`src/rtl/ttc_stream_gen.sv`:
```
// ttc_stream_gen: serialises fixed-width TTC frames onto a single-bit line, MSB first.
// A preamble of sync frames is sent first, then data, idle or counter frames with
// periodic sync re-insertion. The next frame is chosen on the last bit of the current one.
module ttc_stream_gen #(
    parameter int unsigned        FRAME_W       = 16,
    parameter logic [FRAME_W-1:0] SYNC_PATTERN  = 16'h817E,
    parameter logic [FRAME_W-1:0] IDLE_PATTERN  = 16'h6969,
    parameter int unsigned        LOCK_FRAMES   = 46,
    parameter int unsigned        SYNC_INTERVAL = 32,
    parameter logic [FRAME_W-1:0] CNT_SEED      = 16'hAA6A
) (
    input  logic               clk160,
    input  logic               rst,
    input  logic               mode,
    input  logic               restart,
    input  logic [FRAME_W-1:0] word_data,
    input  logic               word_valid,
    output logic               word_ready,
    output logic               ttc_data,
    output logic               frame_start,
    output logic [1:0]         frame_type,
    output logic               locked
);

    localparam int unsigned BIT_W  = $clog2(FRAME_W);
    localparam int unsigned LOCK_W = $clog2(LOCK_FRAMES + 1);
    localparam int unsigned GAP_W  = (SYNC_INTERVAL < 2) ? 1 : $clog2(SYNC_INTERVAL + 1);

    typedef enum logic {
        LOCK = 1'b0,
        RUN  = 1'b1
    } state_t;

    typedef enum logic [1:0] {
        TYPE_SYNC  = 2'd0,
        TYPE_DATA  = 2'd1,
        TYPE_IDLE  = 2'd2,
        TYPE_COUNT = 2'd3
    } ftype_t;

    state_t             state_q, state_d;
    logic [FRAME_W-1:0] shreg_q, shreg_d;
    logic [BIT_W-1:0]   bitCnt_q, bitCnt_d;
    logic [LOCK_W-1:0]  lockCnt_q, lockCnt_d;
    logic [GAP_W-1:0]   gapCnt_q, gapCnt_d;
    logic [GAP_W-1:0]   gapBase;
    logic [FRAME_W-1:0] cnt_q, cnt_d;
    ftype_t             typeStage_q, typeStage_d;
    logic               lockedStage_q, lockedStage_d;
    logic               ttcData_q;
    logic               frameStart_q;
    logic [1:0]         frameType_q;
    logic               locked_q;
    logic               boundary;

    assign boundary = (bitCnt_q == BIT_W'(FRAME_W - 1));
    assign bitCnt_d = boundary ? '0 : bitCnt_q + BIT_W'(1);

    // Entering RUN restarts the sync spacing, so the gap seen on that boundary is zero.
    assign gapBase = (state_q == LOCK) ? '0 : gapCnt_q;

    assign ttc_data    = ttcData_q;
    assign frame_start = frameStart_q;
    assign frame_type  = frameType_q;
    assign locked      = locked_q;

    // Next-frame selection by priority on the boundary bit; shift the frame out otherwise.
    always_comb begin
        state_d       = state_q;
        shreg_d       = {shreg_q[FRAME_W-2:0], 1'b0};
        lockCnt_d     = lockCnt_q;
        gapCnt_d      = gapCnt_q;
        cnt_d         = cnt_q;
        typeStage_d   = typeStage_q;
        lockedStage_d = lockedStage_q;
        word_ready    = 1'b0;
        if (boundary) begin
            if (restart) begin
                state_d       = LOCK;
                lockCnt_d     = LOCK_W'(1);
                shreg_d       = SYNC_PATTERN;
                typeStage_d   = TYPE_SYNC;
                lockedStage_d = 1'b0;
            end else if ((state_q == LOCK) && (lockCnt_q != LOCK_W'(LOCK_FRAMES))) begin
                lockCnt_d     = lockCnt_q + LOCK_W'(1);
                shreg_d       = SYNC_PATTERN;
                typeStage_d   = TYPE_SYNC;
                lockedStage_d = 1'b0;
            end else begin
                state_d       = RUN;
                lockedStage_d = 1'b1;
                if ((SYNC_INTERVAL != 0) && (gapBase == GAP_W'(SYNC_INTERVAL))) begin
                    shreg_d     = SYNC_PATTERN;
                    typeStage_d = TYPE_SYNC;
                    gapCnt_d    = '0;
                end else begin
                    gapCnt_d = gapBase + GAP_W'(1);
                    if (mode) begin
                        shreg_d     = cnt_q;
                        typeStage_d = TYPE_COUNT;
                        cnt_d       = cnt_q + FRAME_W'(1);
                    end else begin
                        word_ready = 1'b1;
                        if (word_valid) begin
                            shreg_d     = word_data;
                            typeStage_d = TYPE_DATA;
                        end else begin
                            shreg_d     = IDLE_PATTERN;
                            typeStage_d = TYPE_IDLE;
                        end
                    end
                end
            end
        end
    end

    // LOCK/RUN state register.
    always_ff @(posedge clk160 or posedge rst) begin
        if (rst) begin
            state_q <= LOCK;
        end else begin
            state_q <= state_d;
        end
    end

    // Frame datapath: shift register, bit position, preamble/gap counters and counter source.
    always_ff @(posedge clk160 or posedge rst) begin
        if (rst) begin
            shreg_q       <= SYNC_PATTERN;
            bitCnt_q      <= '0;
            lockCnt_q     <= LOCK_W'(1);
            gapCnt_q      <= '0;
            cnt_q         <= CNT_SEED;
            typeStage_q   <= TYPE_SYNC;
            lockedStage_q <= 1'b0;
        end else begin
            shreg_q       <= shreg_d;
            bitCnt_q      <= bitCnt_d;
            lockCnt_q     <= lockCnt_d;
            gapCnt_q      <= gapCnt_d;
            cnt_q         <= cnt_d;
            typeStage_q   <= typeStage_d;
            lockedStage_q <= lockedStage_d;
        end
    end

    // Serial output and per-frame flags; type and lock status change together with the MSB.
    always_ff @(posedge clk160 or posedge rst) begin
        if (rst) begin
            ttcData_q    <= 1'b0;
            frameStart_q <= 1'b0;
            frameType_q  <= 2'd0;
            locked_q     <= 1'b0;
        end else begin
            ttcData_q    <= shreg_q[FRAME_W-1];
            frameStart_q <= (bitCnt_q == '0);
            if (bitCnt_q == '0) begin
                frameType_q <= typeStage_q;
                locked_q    <= lockedStage_q;
            end
        end
    end

endmodule

```
`config.mk`:
```
export PLATFORM = sky130hd
export DESIGN_NAME = ttc_stream_gen
export DESIGN_NICKNAME = d
export VERILOG_FILES = /design/src/rtl/ttc_stream_gen.sv
export SDC_FILE = /design/constraint.sdc
export NUM_CORES = 1
export LEC_CHECK = 0
export CAP_MARGIN = 20
export CORE_ASPECT_RATIO = 1.75
export CORE_MARGIN = 2
export CORE_UTILIZATION = 50
export DETAILED_ROUTE_END_ITERATION = 12
export HOLD_SLACK_MARGIN = 0.06
export PLACE_DENSITY = 0.71
export SETUP_SLACK_MARGIN = 0.05
export SKIP_LAST_GASP = 1
export SLEW_MARGIN = 15
export SYNTH_ARGS = -nofsm -noshare
export SYNTH_HDL_FRONTEND = slang
export SYNTH_SLANG_ARGS = --single-unit
```
`constraint.sdc`:
```
create_clock -name clk160 -period 3.39 [get_ports clk160]
set_input_delay 0.339 -clock clk160 [delete_from_list [all_inputs] [get_ports clk160]]
set_output_delay 0.339 -clock clk160 [all_outputs]
set_load 0.05 [all_outputs]
```
### Word level (Yosys, flattened, before mapping)

Index checks and enable logic that the tools add are counted.

| storage, ports and cells | value |
|---|---|
| flip-flop bits (word level) | 57 |
| input port bits | 21 |
| output and inout port bits | 6 |
| logic and storage cells | 56 |

| cells by class | value |
|---|---|
| add/sub/neg operators | 4 |
| equal/unequal tests | 4 |
| mux-type cells | 25 |
| bitwise gates (word level) | 4 |
| reductions and logical operators | 7 |

Operator list:

| cell | count |
|---|---|
| $mux 16 | 6 |
| $mux 6 | 4 |
| $add 16x1->16 const B | 1 |
| $add 6x1->6 const B | 2 |
| $mux 2 | 5 |
| $mux 1 | 9 |
| $eq 6x6->1 const B | 1 |
| $ne 6x6->1 const B | 1 |
| $reduce_and 5->1 | 1 |
| $add 4x1->4 const B | 1 |
| $eq 4x4->1 const B | 1 |
| $logic_not 4->1 | 1 |
| $mux 4 | 1 |
| $not 1->1 | 4 |
| $reduce_and 2->1 | 2 |
| $reduce_and 3->1 | 1 |
| $ne 2x2->1 const B | 1 |
| $reduce_bool 2->1 | 1 |
| $logic_and 1x1->1 | 1 |

### Logic depth before layout (Yosys ltp)

Gate-level depths: netlist (run 1).

| depth | value |
|---|---|
| depth after elaboration | 6 |
| depth in mapped cells | 10 |
| depth with buffers taken out | 8 |

### Worst setup path before layout (run 1)

Ideal clock, no wire load.

| path | value |
|---|---|
| path type | register to output |
| from | register state_q |
| to | output port word_ready |
| arrival time | 2.082 ns |
| required time | 3.051 ns |
| path slack | 0.969 ns |
| stages on the path, launching flop included | 10 |
| path buffers | 2 |
| path through | dfrtp_1 > buf_2 > and2_1 > inv_1 > ha_1 > nand2b_1 > o21ai_1 > nand2b_1 > clkbuf_1 > nor2_1 |

| between the ends | value |
|---|---|
| word-level cells in the longest chain between the ends | 6 |
| elaborated cells on any way between the ends | 8 |
| those cells by class | eq/ne (1); mux (5); bitwise (1); reduce/logical (1) |

RTL lines:

| item | RTL line | RTL |
|---|---|---|
| start: declaration | 41 | `state_t state_q, state_d;` |
| start signal: assignment | 122 | `state_q <= state_d;` |
| $mux 6 | 60 | `assign gapBase = (state_q == LOCK) ? '0 : gapCnt_q;` |
| $eq 6x6->1 | 92 | `if ((SYNC_INTERVAL != 0) && (gapBase == GAP_W'(SYNC_INTERVAL))) begin` |
| $mux 1 | 92 |  |
| $mux 1 (*) | 84 | `end else if ((state_q == LOCK) && (lockCnt_q != LOCK_W'(LOCK_FRAMES))) begin` |
| $mux 1 (*) | 78 | `if (restart) begin` |
| $mux 1 (*) | 77 | `if (boundary) begin` |
| end: declaration | 18 | `output logic word_ready,` |

Mark *: on every way between the ends. The rest lies on a longest branch, timed or not.

### Worst setup path after layout (run 1)

Ends and elaborated chain as after synthesis.

==> results by group, run 1 <==
Outcome
  – Status: finished clean

Finish
  – NumNets Final: 324
  – Area grow syn2layout: 18.72%
  – Post-route cell area: ~0.0032 mm2
  – Antenna fix cells: 0
  – Share of cells above drive strength 1: 0.1567

Timing
  – Max-slew violations: 0
  – Fin. Hold Viols: 0
  – Setup Skew: 8.053 ps
  – Max-slew headroom: 0.4884
  – WHS: approximately 300 ps
  – Final setup fails: 0
  – Final period util: 0.8848
  – Final worst path period need: around 3000 ps
  – Fin Setup TNS: 0 ps
  – RSZ-0062 raised after global routing: no
  – Fmax: 333.4 MHz
  – Worst Tran Pin Value: 765.3 ps

Critical path
  – Critical Path Sink Type: output pin
  – FF-to-FF End: cnt_q[8]
  – R2R Setup Slk: ~1100 ps
  – Arrival @ worst endpoint: 2660 ps
  – Setup crit start kind: flop
  – Cell mode on critical path: nand2b_1
  – Crit-path slowest cell: clkdlybuf4s50_1
  – Crit path cell chain: and2_1 -> inv_1 -> ha_1 -> nand2b_1 -> o21ai_1 -> nand2b_1 -> nor2_1 -> clkdlybuf4s50_1
  – R2R cell count: 9
  – Worst-path fanout max: 12
  – CP max stage delay: 820 ps
  – WS Path Type: reg -> out
  – WP data required: 3050 ps
  – Reg2Reg Launch Point: state_q

CTS
  – CTS Buf Count: 9
  – Clock slew at reported path FFs: ~60 ps
  – CTS Hold Buffers Added: 0
  – Postcts setup bufs: 0
  – Clock net sink count: 57
  – Root Driver: clkbuf_8
  – Clk_lat worst skew: 330 ps
  – CTS tree: built
  – # resized after CTS: 0
  – Clock buffer depth: 2
  – H-tree levels: 3

Global route
  – Grt total ovfl: 0
  – First-pass GRT wire length: approximately 9200 um
  – Antenna violations before repair: 0
  – Total GRT Usage: 0.2096
  – Vias in the first global route: 1,971
  – Largest net degree at the start of global routing: 29

Power and ir drop
  – Pwr Density: between 400 and 500 mW/mm2
  – Leakage dissipation: 1.371 nW
  – Worst VDD drop: 290.9 uV

Placement
  – # port buffers: 26
  – DP Area: 0.003002 mm2
  – Gpl congestion: 0.7580
  – Detail Placement HPWL: between 4000 and 5000 um

Floorplanning
  – Die X: 59.35 um
  – Initial Util: 0.5143
  – Core Area: 0.005211 mm2
  – Die height: just over 100 um
  – Cell Rows: 35
  – Die area: 0.005985 mm2
  – Boundary pin count: 27

Yosys
  – Synth Cell Area: 0.002680 mm2
  – Async set or reset register ratio after synthesis: 1.000
  – Post-synthesis sequential area ratio: 0.5401
  – Post-synth EDFFs: 0
  – Ys Warns: 0
  – Yosys reg bits: 57
  – Most used flip-flop cell after synthesis: dfrtp_1
  – Number of distinct library cells after synthesis: 45
  – Mapped Cells: 265
  – Net Count, Synth: about 290
  – Syn avg cell area: roughly 10 um2

Detailed routing
  – Via count: 2,035
  – Routed Antenna Nets: 0
  – Wire per inst: between 15 and 20 um
  – Vias per cell: 5.732
  – Routed WL: 5648 um
  – 1st-iter DRT viols: 75
  – DR pass1 iterations: 4
  – # DRC: 0

Flow run
  – Max-cap violations: 0

Min path
  – Hold Path Class: in -> async
placed cells by master, fill, tap and decap left out, drive strengths merged, types with 2 or more instances in the layout:
| cell type | n |
|---|---|
| inv | 9 |
| and3 | 3 |
| nand3 | 18 |
| nand2 | 34 |
| clkbuf | 12 |
| ha | 7 |
| mux2 | 4 |
| and2 | 2 |
| dfstp | 17 |
| buf | 6 |
| nor3 | 5 |
| a21oi | 9 |
| clkinv | 3 |
| nor2b | 5 |
| dfrtp | 40 |
| nor2 | 17 |
| xor2 | 3 |
| a22oi | 8 |
| clkdlybuf4s50 | 26 |
| o21ai | 23 |
| nand2b | 2 |
| o22ai | 8 |
| nor4 | 3 |
| nand4 | 6 |
| xnor2 | 13 |
area by class of cell:
cell class,count,area [um2]
Fill cell,432,2029
Clock inverter,3,15.01
Timing Repair Buffer,32,305.3
Sequential cell,57,1448
Tap cell,55,68.82
Inverter,9,33.78
Clock buffer,12,165.2
Multi-Input combinational cell,187,1146
per-stage QoR:
stage                     setup WS [ps]    util  instances  power [mW]
after global routing              275.5  0.6106        355       1.490
after global placement            763.8  0.5760        340      0.8585
after floorplan                   968.5       -        265      0.8106
after detailed placement          752.4  0.5760        340      0.8627
final                             390.7  0.6106        355       1.420
after CTS                         381.3  0.6106        355       1.434
power breakdown:
group	total, mW	leakage, nW	switching (mW)	internal, mW
sequential	0.731	0.693	0.0238	0.708
combinational	0.119	0.580	0.0608	0.0578
clock	0.570	0.0980	0.253	0.317
cell families (layout without fill, tap and decap cells):
family	Yosys count	count (layout)	share of synthesized area
fa+ha+maj	7	7	0.03268
buf+inv	21	56	0.03221
mux	5	5	0.02054
simple gates	101	101	0.1844
xor+xnor	16	16	0.05229
compound gates	58	58	0.1377
flops	57	57	0.5401
synthesized netlist by cell type (2+ instances only):
cell | count | share of area
o21ai_0 | 22 | 0.041
and3_1 | 3 | 0.0070
nor2b_1 | 4 | 0.0093
buf_2 | 3 | 0.0056
and2_1 | 2 | 0.0047
inv_1 | 9 | 0.013
dfrtp_1 | 40 | 0.37
xor2_1 | 3 | 0.0098
ha_1 | 7 | 0.033
a21oi_1 | 9 | 0.017
nor3_1 | 5 | 0.0093
mux2_2 | 4 | 0.017
nand3_1 | 18 | 0.034
dfstp_2 | 17 | 0.17
xnor2_1 | 13 | 0.042
o22ai_1 | 8 | 0.019
nor4_1 | 3 | 0.0070
clkbuf_1 | 7 | 0.0098
nand2b_1 | 2 | 0.0047
nor2_1 | 16 | 0.022
nand4_1 | 6 | 0.014
nand2_1 | 34 | 0.048
a22oi_1 | 8 | 0.022
layer usage:
layer | wire (um) | up-vias | global-route usage
li1 | - | 997 | -
met5 | 0 | - | 0
met3 | 189 | 6 | 0.05392
met1 | 2263 | 988 | 0.2306
met4 | 59 | 0 | 0.08741
met2 | 3136 | 44 | 0.3686
critical path: cells and delay by family, from the launching register on:
family | cells | cell delay (ps)
buf+inv | 2 | 880
simple gates | 4 | 640
flops | 1 | 530
fa+ha+maj | 1 | 190
compound gates | 1 | 100
worst max path at each step:
stage,startpoint,end,slack (ps),depth (start not counted)
CTS,state_q,word_ready,380,8
detailed placement,restart,word_ready,750,6
floorplan,state_q,word_ready,970,9
finish,state_q,word_ready,390,8
global placement,restart,word_ready,760,6
global route,state_q,word_ready,280,8
flip-flops by register name (all words and copies together), names as in the netlist, 2 cells and up:
signal       count
cnt_q           16
shreg_q         16
gapCnt_q         6
lockCnt_q        6
bitCnt_q         4
frame_type       2
typeStage_q      2
Note: power is estimated with default switching activity, not from simulation.
==> run 2: changes to the inputs <==
--- a/config.mk
+++ b/config.mk
@@ -7,7 +7,7 @@
 export LEC_CHECK = 0
 export CAP_MARGIN = 20
 export CORE_ASPECT_RATIO = 1.75
-export CORE_MARGIN = 2
+export CORE_MARGIN = 10
 export CORE_UTILIZATION = 50
 export DETAILED_ROUTE_END_ITERATION = 12
 export HOLD_SLACK_MARGIN = 0.06
==> results by group, run 2 (synthesis results as in run 1) <==
Power and ir drop
  – Leakage dissipation: 1.361 nW
  – Clock power share: 0.396
  – Switching share of power: 0.2412
  – Worst VDD drop: 273.4 uV
  – Pwr Density: 443.6 mW/mm2
  – Overall power: 1.405 mW
  – Gate power share: 0.084
  – Sequential Power Share: 0.520
  – Net Sw Power: 0.3389 mW
  – P_int: 1.067 mW

Placement
  – DP Worst Slack: 749.4 ps
  – # port buffers: 26
  – Gpl congestion: 0.7634
  – Placed Cells: 339
  – Detail Placement HPWL: roughly 4200 um

Timing
  – Worst Tran Pin Value: 774.4 ps
  – Fin Setup TNS: 0 ps
  – Max-slew violations: 0
  – Final setup fails: 0
  – Setup Skew: 3.410 ps
  – Final Worst Setup Slack: between 300 and 400 ps
  – Fin. Hold Viols: 0
  – RSZ-0062 raised after global routing: no
  – Fmax: roughly 330 MHz
  – Final period util: 0.8856
  – Max-slew headroom: 0.4823
  – Final worst path period need: about 3000 ps

Critical path
  – WP data required: 3050 ps
  – CP delay by family, top: buffers and inverters
  – Arrival @ worst endpoint: 2660 ps
  – Crit path cell chain: and2_1 -> inv_1 -> ha_1 -> nand2b_1 -> o21ai_1 -> nand2b_1 -> nor2_1 -> clkdlybuf4s50_1
  – Worst-path fanout max: 12
  – Critical Path Sink Type: output pin
  – CP max stage delay: 810 ps
  – Reg2Reg Launch Point: state_q
  – Cell mode on critical path: nand2b_1
  – Worst Path Buf+Inv: 2
  – Setup crit start kind: flop
  – Crit-path slowest cell: clkdlybuf4s50_1
  – R2R cell count: 9
  – FF-to-FF End: cnt_q[8]
  – WS Path Type: reg -> out
  – R2R Setup Slk: 1090 ps

Floorplanning
  – Die height: about 120 um
  – Die X: 75.35 um
  – Boundary pin count: 27
  – Cell Rows: 35
  – Core Area: approximately 0.0053 mm2
  – Die area: around 0.0088 mm2
  – Initial Util: 0.5100

CTS
  – Clock net sink count: 57
  – Root Driver: clkbuf_8
  – # resized after CTS: 0
  – Postcts setup bufs: 0
  – CTS Buf Count: 9
  – Clk_lat worst skew: 330 ps
  – Clock slew at reported path FFs: 60 ps
  – CTS tree: built
  – CTS Hold Buffers Added: 0
  – Clock buffer depth: 2
  – H-tree levels: 3

Finish
  – Fill cell count: 463
  – Area grow syn2layout: 18.21%
  – Most frequent cells in the layout: 40 x dfrtp_1, 34 x nand2_1, 26 x clkdlybuf4s50_1
  – Antenna fix cells: 0
  – Util after Layout: 0.6029
  – Share of cells above drive strength 1: 0.1500
  – Biggest regs: cnt_q (16), shreg_q (16)
  – NumNets Final: 323
  – Commonest non-fill, non-tap cell in the layout: dfrtp_1
  – Final Instance Count excl. Fillers: 355

Outcome
  – Status: finished clean

Global route
  – Most used routing layer: met2
  – Largest net degree at the start of global routing: between 40 and 50
  – Vias in the first global route: 2,122
  – Antenna violations before repair: 0
  – Met1 usage: 0.1597
  – First-pass GRT wire length: slightly below 10,000 um
  – M3 GR Usage: 0.04726
  – M2 GR Usage: 0.2519
  – Total GRT Usage: 0.1486
  – Grt total ovfl: 0

Detailed routing
  – Routed Antenna Nets: 0
  – # DRC: 0
  – Via count: 2,072
  – Routed WL: 5805 um
  – 1st-iter DRT viols: 171
  – Wire per inst: 16.35 um
  – Vias per cell: roughly 6
  – DR pass1 iterations: 4

Flow run
  – Max-cap violations: 0

Min path
  – Hold Path Class: in -> async
run 2: cell types whose count changed in the layout (fill, tap and decap cells not counted), sizes merged:
| cell | before | now |
|---|---|---|
| buf | 6 | 5 |
| clkbuf | 12 | 13 |
run 2: how the worst max path moves through the flow:
stage,start,depth (start not counted),to
final,state_q,8,word_ready
after global routing,state_q,8,word_ready
after CTS,state_q,8,word_ready
after detailed placement,restart,6,word_ready
after global placement,restart,6,word_ready
after floorplan,state_q,9,word_ready
run 2: area by class of cell:
cell class,count,area (um2),share of cell area
Clock buffer,13,158.9,0.05016
Tap cell,55,68.82,0.02172
Inverter,9,33.78,0.01066
Timing Repair Buffer,31,297.8,0.09400
Sequential cell,57,1448,0.4570
Clock inverter,3,15.01,0.004739
Multi-Input combinational cell,187,1146,0.3618
run 2: stage by stage:
stage / hold slack (ps) / area (um2)
after global placement: 380.0 / 2994
after floorplan: 379.3 / 2680
after global routing: 250.1 / 3168
after detailed placement: 390.3 / 2994
final: 255.5 / 3168
after CTS: 238.5 / 3168
run 2: per-layer routing:
layer / vias to the layer above / part of all wire
met5: - / 0
met4: 0 / 0.021
met3: 10 / 0.035
met2: 44 / 0.55
met1: 1024 / 0.40
li1: 994 / -
run 2: power by group through the flow:
| stage | registers [mW] | logic, mW | clock network, mW |
|---|---|---|---|
| 2_1_floorplan | 0.742 | 0.0686 | 0 |
| 3_5_place_dp | 0.743 | 0.119 | 0 |
| 5_1_grt | 0.735 | 0.132 | 0.613 |
| 6_report | 0.731 | 0.118 | 0.556 |
| 4_1_cts | 0.731 | 0.119 | 0.580 |
| 3_3_place_gp | 0.741 | 0.117 | 0 |
==> run 3: changes to the inputs <==
--- a/config.mk
+++ b/config.mk
@@ -8,10 +8,10 @@
 export CAP_MARGIN = 20
 export CORE_ASPECT_RATIO = 1.75
 export CORE_MARGIN = 10
-export CORE_UTILIZATION = 50
+export CORE_UTILIZATION = 60
 export DETAILED_ROUTE_END_ITERATION = 12
 export HOLD_SLACK_MARGIN = 0.06
-export PLACE_DENSITY = 0.71
+export PLACE_DENSITY = 0.83
 export SETUP_SLACK_MARGIN = 0.05
 export SKIP_LAST_GASP = 1
 export SLEW_MARGIN = 15
==> results by group, run 3 (synthesis results as in run 1) <==
Timing
  – Max-slew violations: 0
  – Final worst path period need: 3052 ps
  – RSZ-0062 raised after global routing: no
  – Fmax: 327.7 MHz
  – Fin Setup TNS: 0 ps
  – Final period util: 0.9003
  – WHS: 360.5 ps
  – Worst Tran Pin Value: 732.7 ps
  – Fin. Hold Viols: 0
  – Setup Skew: 5.855 ps
  – Max-slew headroom: 0.5105
  – Final setup fails: 0

Critical path
  – Worst Setup EP: word_ready
  – Setup crit start kind: flop
  – Arrival @ worst endpoint: 2710 ps
  – Reg2Reg Launch Point: state_q
  – Worst-path fanout max: 12
  – WS Path Type: reg -> out
  – WP data required: approximately 3100 ps
  – R2R Setup Slk: about 1100 ps
  – R2R cell count: 9
  – FF-to-FF End: cnt_q[8]
  – Critical Path Sink Type: output pin
  – Crit path launch: state_q

Power and ir drop
  – Leakage dissipation: 1.383 nW
  – Pwr Density: 479.0 mW/mm2
  – Worst VDD drop: 389.6 uV

Detailed routing
  – Routed Antenna Nets: 0
  – # DRC: 0
  – Routed WL: 6252 um
  – Via count: 2,117
  – Vias per cell: 6.014
  – Wire per inst: about 18 um
  – 1st-iter DRT viols: about 130
  – DR pass1 iterations: 4

Global route
  – M3 GR Usage: 0.02844
  – Largest net degree at the start of global routing: 31
  – First-pass GRT wire length: 10,760 um
  – Met1 usage: 0.1702
  – Most used routing layer: met2
  – M2 GR Usage: 0.3267
  – Total GRT Usage: 0.1772
  – Antenna violations before repair: 0
  – Grt total ovfl: 0
  – Vias in the first global route: 2,303

Finish
  – Commonest non-fill, non-tap cell in the layout: dfrtp_1
  – Biggest regs: cnt_q (16), shreg_q (16)
  – Share of cells above drive strength 1: 0.1561
  – Area grow syn2layout: 20.12%
  – NumNets Final: 324
  – Most frequent cells in the layout: 40 x dfrtp_1, 34 x nand2_1, 26 x clkdlybuf4s50_1
  – Antenna fix cells: 0

Placement
  – Detail Placement HPWL: ~4400 um
  – Gpl congestion: approximately 0.84
  – # port buffers: 26

CTS
  – Root Driver: clkbuf_8
  – CTS tree: built
  – Clock slew at reported path FFs: 70 ps
  – H-tree levels: 3
  – CTS Hold Buffers Added: 0
  – # resized after CTS: 0
  – Postcts setup bufs: 0
  – CTS Buf Count: 9
  – Clock buffer depth: 2
  – Clock net sink count: 57
  – Clk_lat worst skew: about 350 ps

Flow run
  – Max-cap violations: 0

Floorplanning
  – Initial Util: 0.6141
  – Boundary pin count: 27
  – Die X: around 71 um
  – Die area: 0.007645 mm2
  – Die height: 108.4 um
  – Core Area: 0.004364 mm2
  – Cell Rows: 32

Outcome
  – Status: finished clean

Min path
  – Hold Path Class: in -> async
==> run 3: cell count changes in the layout (fill, tap and decap cells not counted), sizes merged <==
cell,change
bufinv,+2
clkbuf,-3
clkinvlp,+1
buf,+1
==> run 3: worst max-delay path, cell delays in order (launching register included) <==
cell and delay (ps):
dfrtp_1 550, and2_1 210, inv_1 60, ha_1 190, nand2b_1 120, o21ai_1 120
nand2b_1 180, nor2_1 100, clkdlybuf4s50_1 830
==> run 3: worst min path at each step <==
stage               slack, ps        endpoint
detailed placement        380        ttc_data
floorplan                 380        ttc_data
global route              400        ttc_data
global placement          380        ttc_data
finish                    360        cnt_q[7]
CTS                       380  typeStage_q[1]
==> run 3: metal layers <==
metal	part of all wire	vias to the layer above
met5	0	-
met3	0.038	17
li1	-	994
met2	0.57	74
met4	0.040	0
met1	0.35	1032
==> run 3: layout make-up <==
type	instances	area (um2)
clock buffers	10	127.6
repair buffers	32	317.8
clock inverters	6	82.58
flip-flops and latches	57	1448
well taps	51	63.81
fillers	313	1145
inverters	9	33.78
multi-input cells	187	1146
==> run 3: power by group <==
| part | internal, mW | switching, mW | total, mW | leakage, nW |
|---|---|---|---|---|
| combinational | 0.0595 | 0.0635 | 0.123 | 0.584 |
| clock | 0.410 | 0.278 | 0.688 | 0.106 |
| sequential | 0.707 | 0.0240 | 0.731 | 0.693 |
| total | 1.18 | 0.366 | 1.54 | 1.38 |
==> run 3: metrics by stage <==
step,std cells,utilization,power (mW),setup slack [ps],instance area (um2)
2_1_floorplan,265,-,0.8106,968.5,2680
3_3_place_gp,335,0.6849,0.8576,614.6,2989
3_5_place_dp,336,0.6895,0.8653,610.2,3009
4_1_cts,352,0.7377,1.549,328.0,3219
5_1_grt,352,0.7377,1.593,164.7,3219
6_report,352,0.7377,1.542,338.0,3219
